## src/rtl/basic_adder.sv

```systemverilog
// ---------------------------------------------------------------------------
// basic_adder
//
// Purpose:
//   A WIDTH-bit ripple-carry adder with carry-in. It reports the unsigned
//   carry-out and the two's-complement overflow. The sum path is purely
//   combinational, so the datapath ALU can use it with no latency. A
//   registered copy of every result is also provided for pipelined consumers.
//
// Parameters:
//   WIDTH       operand and sum width in bits (minimum 2, default 32)
//
// Ports:
//   clk         clock; the registered outputs update on its rising edge
//   rst         asynchronous, active-high reset; clears the registered outputs
//   A, B        WIDTH-bit operands (two's complement or unsigned)
//   Cin         carry into bit 0
//   S           combinational sum A+B+Cin, low WIDTH bits
//   Cout        combinational carry out of the top bit
//   overFlow    combinational signed-overflow flag
//   S_q         S registered (1-cycle latency)
//   Cout_q      Cout registered
//   overFlow_q  overFlow registered
//   ovf_sticky  (only when BASIC_ADDER_STICKY_OVF_EN is defined) stays set
//               after any clocked overflow until rst clears it
//
// Configuration macro:
//   BASIC_ADDER_STICKY_OVF_EN  adds the ovf_sticky output and its flop
// ---------------------------------------------------------------------------
module basic_adder #(
    parameter int WIDTH = 32
) (
    input  logic             clk,
    input  logic             rst,
    input  logic [WIDTH-1:0] A,
    input  logic [WIDTH-1:0] B,
    input  logic             Cin,
    output logic [WIDTH-1:0] S,
    output logic             Cout,
    output logic             overFlow,
    output logic [WIDTH-1:0] S_q,
    output logic             Cout_q,
    output logic             overFlow_q
`ifdef BASIC_ADDER_STICKY_OVF_EN
    ,
    output logic             ovf_sticky
`endif
);

    logic [WIDTH:0]   w_carry;
    logic [WIDTH-1:0] w_sum;
    logic             w_overflow;

    logic [WIDTH-1:0] r_sum;
    logic             r_cout;
    logic             r_overflow;

    // Chain of 1-bit full-adder cells. Carry i+1 is either generated by the
    // cell itself or propagated from the cell below.
    always_comb begin
        w_carry    = '0;
        w_sum      = '0;
        w_carry[0] = Cin;
        for (int i = 0; i < WIDTH; i++) begin
            w_sum[i]       = A[i] ^ B[i] ^ w_carry[i];
            w_carry[i + 1] = (A[i] & B[i]) | (w_carry[i] & (A[i] ^ B[i]));
        end
    end

    // Signed overflow: the carry into the sign bit and the carry out of it
    // disagree. This is the same as saying both operands have the same sign
    // and the result has the other sign.
    assign w_overflow = w_carry[WIDTH] ^ w_carry[WIDTH-1];

    assign S        = w_sum;
    assign Cout     = w_carry[WIDTH];
    assign overFlow = w_overflow;

    // Registered copy of the combinational results. Reset clears it at once,
    // but reset never touches the combinational outputs.
    always_ff @(posedge clk or posedge rst) begin
        if (rst) begin
            r_sum      <= '0;
            r_cout     <= 1'b0;
            r_overflow <= 1'b0;
        end else begin
            r_sum      <= w_sum;
            r_cout     <= w_carry[WIDTH];
            r_overflow <= w_overflow;
        end
    end

    assign S_q        = r_sum;
    assign Cout_q     = r_cout;
    assign overFlow_q = r_overflow;

`ifdef BASIC_ADDER_STICKY_OVF_EN
    logic r_ovfSticky;

    // Sticky overflow: set by any overflow seen at a clock edge, held
    // otherwise. Only reset clears it, and reset wins over a set.
    always_ff @(posedge clk or posedge rst) begin
        if (rst) begin
            r_ovfSticky <= 1'b0;
        end else if (w_overflow) begin
            r_ovfSticky <= 1'b1;
        end
    end

    assign ovf_sticky = r_ovfSticky;
`endif

endmodule

```

## config.mk

```make
export PLATFORM = sky130hd
export DESIGN_NAME = basic_adder
export DESIGN_NICKNAME = d
export VERILOG_FILES = /design/src/rtl/basic_adder.sv
export SDC_FILE = /design/constraint.sdc
export NUM_CORES = 1
export LEC_CHECK = 0
export CAP_MARGIN = 40
export CORE_MARGIN = 2
export CORE_UTILIZATION = 30
export CTS_CLUSTER_DIAMETER = 50
export DETAILED_ROUTE_END_ITERATION = 6
export GPL_TIMING_DRIVEN = 0
export PLACE_DENSITY = 0.89
export SETUP_SLACK_MARGIN = 0.15
export SLEW_MARGIN = 15
export SYNTH_ARGS = -nofsm -noshare
export SYNTH_HDL_FRONTEND = slang
export SYNTH_SLANG_ARGS = --single-unit
export TNS_END_PERCENT = 30
```

## constraint.sdc

```tcl
create_clock -name clk -period 23.9 [get_ports clk]
set_input_delay 4.78 -clock clk [delete_from_list [all_inputs] [get_ports clk]]
set_output_delay 4.78 -clock clk [all_outputs]
set_load 0.05 [all_outputs]
```

==> results by group <==
Outcome
  – Outcome: completed

Placed design
  – Dpl hpwl: approximately 3600 µm
  – Dpl ws: a little over 0.3 ns
  – Placer Congestion: roughly 0.73
  – Dpl cell area: 2970 µm²
  – I/O Buffers: 134

STA
  – Post-Route Setup TNS: 0 ns
  – Worst-margin pin slew: 0.704 ns
  – Period utilisation layout: 98.0%
  – Final count of pins violating max slew: 0
  – Slew HR: 53.0%
  – RSZ-0062 raised after global routing: yes
  – Slack of the critical path: 0.468 ns
  – Hold Fails Final Rpt: 0
  – Fmax: ~43 MHz
  – Post-layout min period: 23.43 ns
  – Final setup viols: 0

Detailed routing
  – DRC Markers: 0
  – Via density: approximately 4
  – Drt pass-1 iters: 4
  – Antenna Violating Nets Remaining: 0
  – Drt initial violations: 6
  – DRT Wirelength: 3990 µm
  – Wire per inst: 13.8 µm
  – Total number of vias: around 1.2k

Global route
  – Pin count of the biggest net entering global routing: 35
  – Overall Global Routing Usage: 14.9%
  – Global-route wire length before repair: 6120 µm
  – Vias in the first global route: approximately 1.3k
  – Remaining Overflow, GRT: 0
  – Initial antenna violation count: 0

Finish
  – Most common cell after layout, fill and taps aside: clkdlybuf4s50_1
  – Final Cell Area: 3050 µm²
  – Area growth syn-to-layout: 97.8%
  – FILL cells: 420
  – Ant diodes: 0
  – Final core utilization: 60.5%
  – Nets: 318
  – Commonest non-fill, non-tap cells in the layout: clkdlybuf4s50_1, dfrtp_1, fa_1
  – Layout cells sized above 1: 2.74%

Critical path
  – CP required: 19.12 ns
  – CP arrival: between 15 and 20 ns
  – Crit path largest cell delay: around 0.83 ns
  – Setup crit start kind: primary input
  – CP endpoint kind: primary output
  – Crit Path Class: primary input to primary output
  – Max FO, Critical Path: 2
  – Most used cell, CP: fa_1
  – Slowest cell on crit path: clkdlybuf4s50_1

Die
  – Full die area: 5730 µm²
  – Chip Height: 75.7 µm
  – Row count: 26
  – Die width: 75.7 µm
  – Initial core utilization: 30.6%
  – Core Area: 5040 µm²
  – # IOs: 135

Clocking
  – Root buffer cell: clkbuf_8
  – Cts hold-fix bufs: 0
  – Post-CTS setup buffer count: 0
  – Clk buf depth: 2
  – Clk pin slew, worst setup/hold paths: 0.06 ns
  – CTS Sinks: 34
  – CTS Buf Count: 5
  – H-tree depth: 2
  – CTS tree: done

Logic synthesis
  – Mapped cell area: 1540 µm²
  – Dominant cell type by area after synthesis: dfrtp_1
  – Synth Area per Inst: 19.8 µm²
  – Warnings from Yosys: 0
  – Synth unique cells: 4
  – Syn nets: roughly 180
  – Yosys top cell area share: 55.2%
  – Synth Instances: 78
  – Post-synthesis sequential area ratio: 55.2%
  – Area contributors post-synth: dfrtp_1, fa_1, inv_1
  – Flop and latch count out of synthesis: 34

Flow run
  – Max Cap Violations: 0

Pwr
  – Max IR drop VDD: around 0.040 mV
  – Leakage power: between 1 and 1.5 nW
  – P per Cell Area: 88.9 nW/µm²

Hold path
  – Hold WC Path Type: primary input to async pin
cell type report:
type	count	area [µm²]	area share, %
well taps	70	87.6	2.87
repair buffers	134	1340	44.1
inverters	11	41.3	1.35
multi-input cells	33	649	21.3
clock buffers	7	76.3	2.50
flip-flops and latches	34	851	27.9
repair_timing:
action / CTS / global route
endpoints found under the hold margin: 0 / 0
resized for setup: 0 / 1
setup endpoints to repair: 0 / 2
report_power, final:
part / leakage, nW / switching, mW / internal [mW]
Sequential: 0.396 / 0.00303 / 0.0688
Clock: 0.0383 / 0.0177 / 0.0200
Combinational: 0.827 / 0.106 / 0.0552
Total: 1.26 / 0.127 / 0.144
layer usage:
layer  up-vias  share of wire (%)  global-route usage (%)
met1       594                 29                    14.4
met3         5                 10                    5.16
met2        74                 60                    29.1
met5         -                  0                       0
met4         0               0.98                    4.68
li1        507                  -                       -
sequential cells by signal, indices dropped and copies added, names as in the netlist:
register,cells
Cout_q,1
S_q,32
overFlow_q,1
synthesized netlist by cell type, drive strengths merged:
library cell and count:
xnor2 1, inv 11, dfrtp 34, fa 32
worst max path at each step:
stage               endpoint  startpoint  cells after the start
floorplan           overFlow        A[0]                     34
global placement       S[31]        A[0]                     38
detailed placement     S[31]        A[0]                     38
CTS                    S[31]        A[0]                     38
global route        overFlow        A[0]                     38
finish              overFlow        A[0]                     38
worst max-delay path: cells and delay by family:
kind,cells,cell delay (ns)
buf+inv,5,1.47
xor+xnor,1,0.15
fa+ha+maj,32,12.24
cells by family after synthesis:
group / after synthesis / synth area share, %
XOR/XNOR: 1 / 0.568
adder cells (fa/ha/maj): 32 / 41.6
buffers and inverters: 11 / 2.68
flip-flops: 34 / 55.2
metrics by stage:
step	hold slack [ns]	power, mW	std cells
after detailed placement	5.26	0.236	282
after CTS	4.96	0.275	289
after floorplan	4.92	0.178	78
after global routing	5.00	0.285	289
final	4.94	0.271	289
after global placement	5.48	0.233	282
Power figures use the tool's default switching activity.
